--- src/rtl/ring_trans_ctrl.sv ---
// Ring-buffer to event-buffer transfer controller: one address load, then SAMP_MAX+1 samples of WORDS_PER_SMP reads per L1A.
// Define RING_TRANS_TIMEOUT_EN to abandon an event after TMO_CYCLES consecutive wait cycles.
module ring_trans_ctrl #(
  parameter int unsigned SMP_W         = 7,
  parameter int unsigned SEQ_W         = 7,
  parameter int unsigned WORDS_PER_SMP = 95,
  parameter int unsigned EVT_CNT_W     = 12,
  parameter int unsigned TMO_CYCLES    = 4095
) (
  input  logic                 CLK,
  input  logic                 RST,
  input  logic                 L1A_BUF_MT,
  input  logic                 RING_AMT,
  input  logic                 EVT_BUF_AFL,
  input  logic                 EVT_BUF_AMT,
  input  logic [SMP_W-1:0]     SAMP_MAX,
  output logic                 LD_ADDR,
  output logic                 RD,
  output logic                 NXT_L1A,
  output logic                 BUSY,
  output logic [SEQ_W-1:0]     SEQ,
  output logic [SMP_W-1:0]     SMP,
  output logic [EVT_CNT_W-1:0] EVT_CNT,
  output logic                 TMO,
  output logic [2:0]           EVT_STATE
);

  localparam int unsigned WAIT_W = 12;
  localparam logic [SEQ_W-1:0] LAST_SEQ = SEQ_W'(WORDS_PER_SMP - 1);

  // Elaboration-time parameter sanity
  if (WORDS_PER_SMP < 1 || WORDS_PER_SMP > (1 << SEQ_W)) begin : g_bad_wps
    $error("WORDS_PER_SMP out of range for SEQ_W");
  end
  if (TMO_CYCLES < 1 || TMO_CYCLES > ((1 << WAIT_W) - 1)) begin : g_bad_tmo
    $error("TMO_CYCLES out of range for the wait counter");
  end

  typedef enum logic [2:0] {
    IDLE       = 3'd0,
    LOAD_ADDR  = 3'd1,
    W4DATA     = 3'd2,
    READ       = 3'd3,
    SMP_END    = 3'd4,
    W4_EVT_AMT = 3'd5,
    NEXT_L1A   = 3'd6
  } state_t;

  state_t               state;
  state_t               next_state;
  logic [SEQ_W-1:0]     seq_nxt;
  logic [SMP_W-1:0]     smp_nxt;
  logic [EVT_CNT_W-1:0] evt_nxt;

`ifdef RING_TRANS_TIMEOUT_EN
  logic [WAIT_W-1:0] wait_cnt;
  logic              in_wait_c;
  logic              tmo_hit_c;

  assign in_wait_c = (state == W4DATA) || (state == W4_EVT_AMT);
  assign tmo_hit_c = in_wait_c && (wait_cnt == WAIT_W'(TMO_CYCLES - 1));
`endif

  // Next-state and counter updates
  always_comb begin
    next_state = state;
    seq_nxt    = SEQ;
    smp_nxt    = SMP;
    evt_nxt    = EVT_CNT;
    case (state)
      IDLE: begin
        seq_nxt = '0;
        smp_nxt = '0;
        if (!L1A_BUF_MT) next_state = LOAD_ADDR;
      end
      LOAD_ADDR: next_state = W4DATA;
      W4DATA: begin
        if (!RING_AMT) next_state = EVT_BUF_AFL ? W4_EVT_AMT : READ;
      end
      READ: begin
        if (SEQ == LAST_SEQ) begin
          seq_nxt    = '0;
          next_state = SMP_END;
        end else begin
          seq_nxt = SEQ + SEQ_W'(1);
          if (EVT_BUF_AFL)   next_state = W4_EVT_AMT;
          else if (RING_AMT) next_state = W4DATA;
        end
      end
      SMP_END: begin
        if (SMP == SAMP_MAX) begin
          smp_nxt    = '0;
          next_state = NEXT_L1A;
        end else begin
          smp_nxt = SMP + SMP_W'(1);
          if (EVT_BUF_AFL)   next_state = W4_EVT_AMT;
          else if (RING_AMT) next_state = W4DATA;
          else               next_state = READ;
        end
      end
      W4_EVT_AMT: begin
        if (EVT_BUF_AMT) next_state = W4DATA;
      end
      NEXT_L1A: begin
        evt_nxt    = EVT_CNT + EVT_CNT_W'(1);
        next_state = IDLE;
      end
      default: begin
        seq_nxt    = '0;
        smp_nxt    = '0;
        next_state = IDLE;
      end
    endcase
`ifdef RING_TRANS_TIMEOUT_EN
    // Stalled too long: drop the rest of the event but still retire the L1A
    if (tmo_hit_c) begin
      seq_nxt    = '0;
      smp_nxt    = '0;
      next_state = NEXT_L1A;
    end
`endif
  end

  // State register with strobes decoded from the next state
  always_ff @(posedge CLK) begin
    if (RST) begin
      state   <= IDLE;
      LD_ADDR <= 1'b0;
      RD      <= 1'b0;
      NXT_L1A <= 1'b0;
      BUSY    <= 1'b0;
      SEQ     <= '0;
      SMP     <= '0;
      EVT_CNT <= '0;
    end else begin
      state   <= next_state;
      LD_ADDR <= (next_state == LOAD_ADDR);
      RD      <= (next_state == READ);
      NXT_L1A <= (next_state == NEXT_L1A);
      BUSY    <= (next_state != IDLE);
      SEQ     <= seq_nxt;
      SMP     <= smp_nxt;
      EVT_CNT <= evt_nxt;
    end
  end

  assign EVT_STATE = state;

`ifdef RING_TRANS_TIMEOUT_EN
  // Consecutive wait-state cycle counter and sticky timeout flag
  always_ff @(posedge CLK) begin
    if (RST) begin
      wait_cnt <= '0;
      TMO      <= 1'b0;
    end else begin
      wait_cnt <= in_wait_c ? wait_cnt + WAIT_W'(1) : '0;
      if (tmo_hit_c) TMO <= 1'b1;
    end
  end
`else
  assign TMO = 1'b0;
`endif

endmodule

--- config.mk ---
export PLATFORM = sky130hd
export DESIGN_NAME = ring_trans_ctrl
export DESIGN_NICKNAME = d
export VERILOG_FILES = /design/src/rtl/ring_trans_ctrl.sv
export SDC_FILE = /design/constraint.sdc
export NUM_CORES = 1
export LEC_CHECK = 0
export ABC_AREA = 0
export CAP_MARGIN = 30
export CORE_ASPECT_RATIO = 0.6
export CORE_UTILIZATION = 50
export DETAILED_ROUTE_END_ITERATION = 7
export GPL_TIMING_DRIVEN = 0
export PLACE_DENSITY = 0.82
export SKIP_LAST_GASP = 1
export SYNTH_ARGS = -nofsm -noshare
export SYNTH_HDL_FRONTEND = slang
export SYNTH_SLANG_ARGS = --single-unit
--- constraint.sdc ---
create_clock -name CLK -period 4.4 [get_ports CLK]
set_input_delay 1.1 -clock CLK [delete_from_list [all_inputs] [get_ports CLK]]
set_output_delay 1.1 -clock CLK [all_outputs]
set_load 0.005 [all_outputs]
==> flow_summary.ini <==
[timing]
drv_slew = 0
worstMarginPinSlew_ps = 530
rsz0062_at_grt = false
setup_viol = 0
fin_crit_ps = 2550
finalClockSkew_ps = 8.84
relSlewSlack = 0.644
finalSetupTns_ps = 0
hold_violations = 0
fmaxAchievable_ghz = 0.392
period_share = 0.580

[synthesis]
synth_area_um2 = 1740
yosysMostFrequentCell = dfxtp_1
yosys-top-cells-area = dfxtp_1 38%, nor2_1 6.0%, xor2_1 6.0%
syn_area_per_cell_um2 = 8.32
post_synth_num_cell_types = 46
ys_ff_latch = 33
synth_nets = 226
synth_warnings = 0
synth_edf_count = 0
syn_inst = 209
synth_ff_type = dfxtp_1
async_flop_share = 0
yosysSeqAreaShare = 0.380
synth_top_area_share = 0.380
synth_top_area_cell = dfxtp_1
ys_top_cells_by_count = 33 x dfxtp_1, 28 x nor2_1, 15 x o21ai_0

[cells_and_area]
nets = 278
multi_input_area_um2 = 1000
fillers = 288
design_area_um2 = 2320
area_delta_synth_final_pct = 33.8
drive_above_1_share = 0.0649
antenna-diode-count = 0
regArea_um2 = 661

[routing]
viasPerCell = 5.37
drt_first_pass_iters = 5
first_iter_violations = 87
vias = 1648
post_drt_wl_per_cell_um = 12.5
wl_um = 3850
drc = 0
postRouteAntennaNets = 0

[clocking]
cts_made_buffers = 5
clock_latency_ps = 280
cts_tree = yes
clockRootBuffer = clkbuf_8
htree_levels = 2
cts_buffer_depth = 2
clk_pin_slew_ps = 60
cts_resized = 0
cts_setup_buffers = 0
cts_sinks = 33
ctsHoldBuffers = 0

[setup_path]
crit_chain = clkdlybuf4s50_1, nand2b_1, a31oi_1, o21ai_0, o31ai_1, o21ba_2
crit_type = primary input to flop
end_kind = flop
timing.rr.start = SEQ[1]
cp_max_fo = 4
startpoint = RING_AMT
crit_path_start_kind = primary input
cp_data_arrival_time_ps = 2720
cp_slowest_cell = o31ai_1
max_stage_delay_ps = 480
cp_data_required_time_ps = 4560

[power]
ir_worst_vdd_uv = 219
powerDensity_nw_per_um2 = 273
power_leakage_nw = 0.839

[floorplan]
rows = 16
die_height_um = 47.7
core_area_um2 = 3280
die_w_um = 78.1
start_util = 0.529
io_pins = 47
fp.dieArea_um2 = 3720

[hold_path]
min_path_type = flop to flop
hp-start = SEQ[6]

[placed_design]
io_buffers = 45
placed_area_um2 = 2240
routabilityCongestion = 0.831
dpl.hpwl_um = 2990

[status]
outcome = finished, final reports clean

[global_route]
grt_pass1_wl_um = 5890
grtUsageTotal = 0.213
antenna_found_initial = 0
grt_overflow = 0
grt_pass1_vias = 1239
grt_max_degree = 11

[flow_run]
maxCapViolCount = 0
cell families (layout without fill, tap and decap cells):
kind of cell,Yosys count,after routing,synth area share
simple gates,93,93,0.289
compound gates,42,42,0.149
flops,33,33,0.380
xor+xnor,20,20,0.101
buf+inv,15,68,0.0446
fa+ha+maj,4,4,0.0288
other cells,1,1,0.00216
mux,1,1,0.00576
layout by cell type (no fill, tap or decap), types with 3 or more instances in the layout:
| cell type | netlist | layout |
|---|---|---|
| a21oi_1 | 12 | 12 |
| and2_1 | 3 | 3 |
| and3_1 | 4 | 4 |
| clkbuf_1 | 3 | 6 |
| clkbuf_8 | 0 | 5 |
| clkdlybuf4s50_1 | 0 | 45 |
| dfxtp_1 | 33 | 33 |
| ha_1 | 4 | 4 |
| inv_1 | 7 | 7 |
| nand2_1 | 12 | 12 |
| nand2b_1 | 3 | 3 |
| nand3_1 | 11 | 11 |
| nand3b_1 | 3 | 3 |
| nand4_1 | 5 | 5 |
| nor2_1 | 28 | 28 |
| nor2b_1 | 4 | 4 |
| nor3b_1 | 4 | 4 |
| o21ai_0 | 15 | 15 |
| or3_1 | 3 | 3 |
| xnor2_1 | 8 | 8 |
| xor2_1 | 12 | 12 |
flip-flops by register name, indices dropped and copies added (netlist names):
signal,count
EVT_STATE,3
SEQ,7
LD_ADDR,1
BUSY,1
SMP,7
EVT_CNT,12
NXT_L1A,1
RD,1
layout make-up:
class	count	area share
buffer	8	0.0221
clock buffer	8	0.0344
inverter	7	0.0113
multi-input combinational	161	0.430
sequential	33	0.284
tap	45	0.0242
timing repair buffer	45	0.194
per-stage QoR:
stage                util  worst slack, ps  hold WS (ps)  instances  power (mW)
finish              0.708             1850           516        307       0.636
global route        0.708             1750           556        307       0.672
CTS                 0.708             1860           520        307       0.642
detailed placement  0.684             1580           510        299       0.431
global placement    0.684             1580           495        299       0.430
floorplan               -             2270           486        209       0.384
power by group:
group | switching [mW] | internal (mW) | total (mW)
registers | 0.00835 | 0.309 | 0.317
clock network | 0.0978 | 0.112 | 0.210
logic | 0.0548 | 0.0539 | 0.109
total | 0.161 | 0.475 | 0.636
metal layers:
layer	wire length, µm	up-vias	track usage
li1	-	833	-
met1	2060	764	0.326
met2	1500	49	0.281
met3	276	2	0.0724
met4	7	0	0.0444
met5	0	-	0
worst max-delay path: cells and delay by family:
kind | cells | cell delay [ps]
buffers and inverters | 1 | 470
AND/OR/NAND/NOR | 1 | 170
AO/OA/AOI/OAI | 4 | 990
worst paths after layout:
check / end / slack (ps) / depth (start not counted)
max: RD / 1850 / 6
min reg2reg: SEQ[6] / 520 / 2
min: SEQ[6] / 520 / 2
max reg2reg: RD / 2530 / 6
Power figures use the tool's default switching activity.
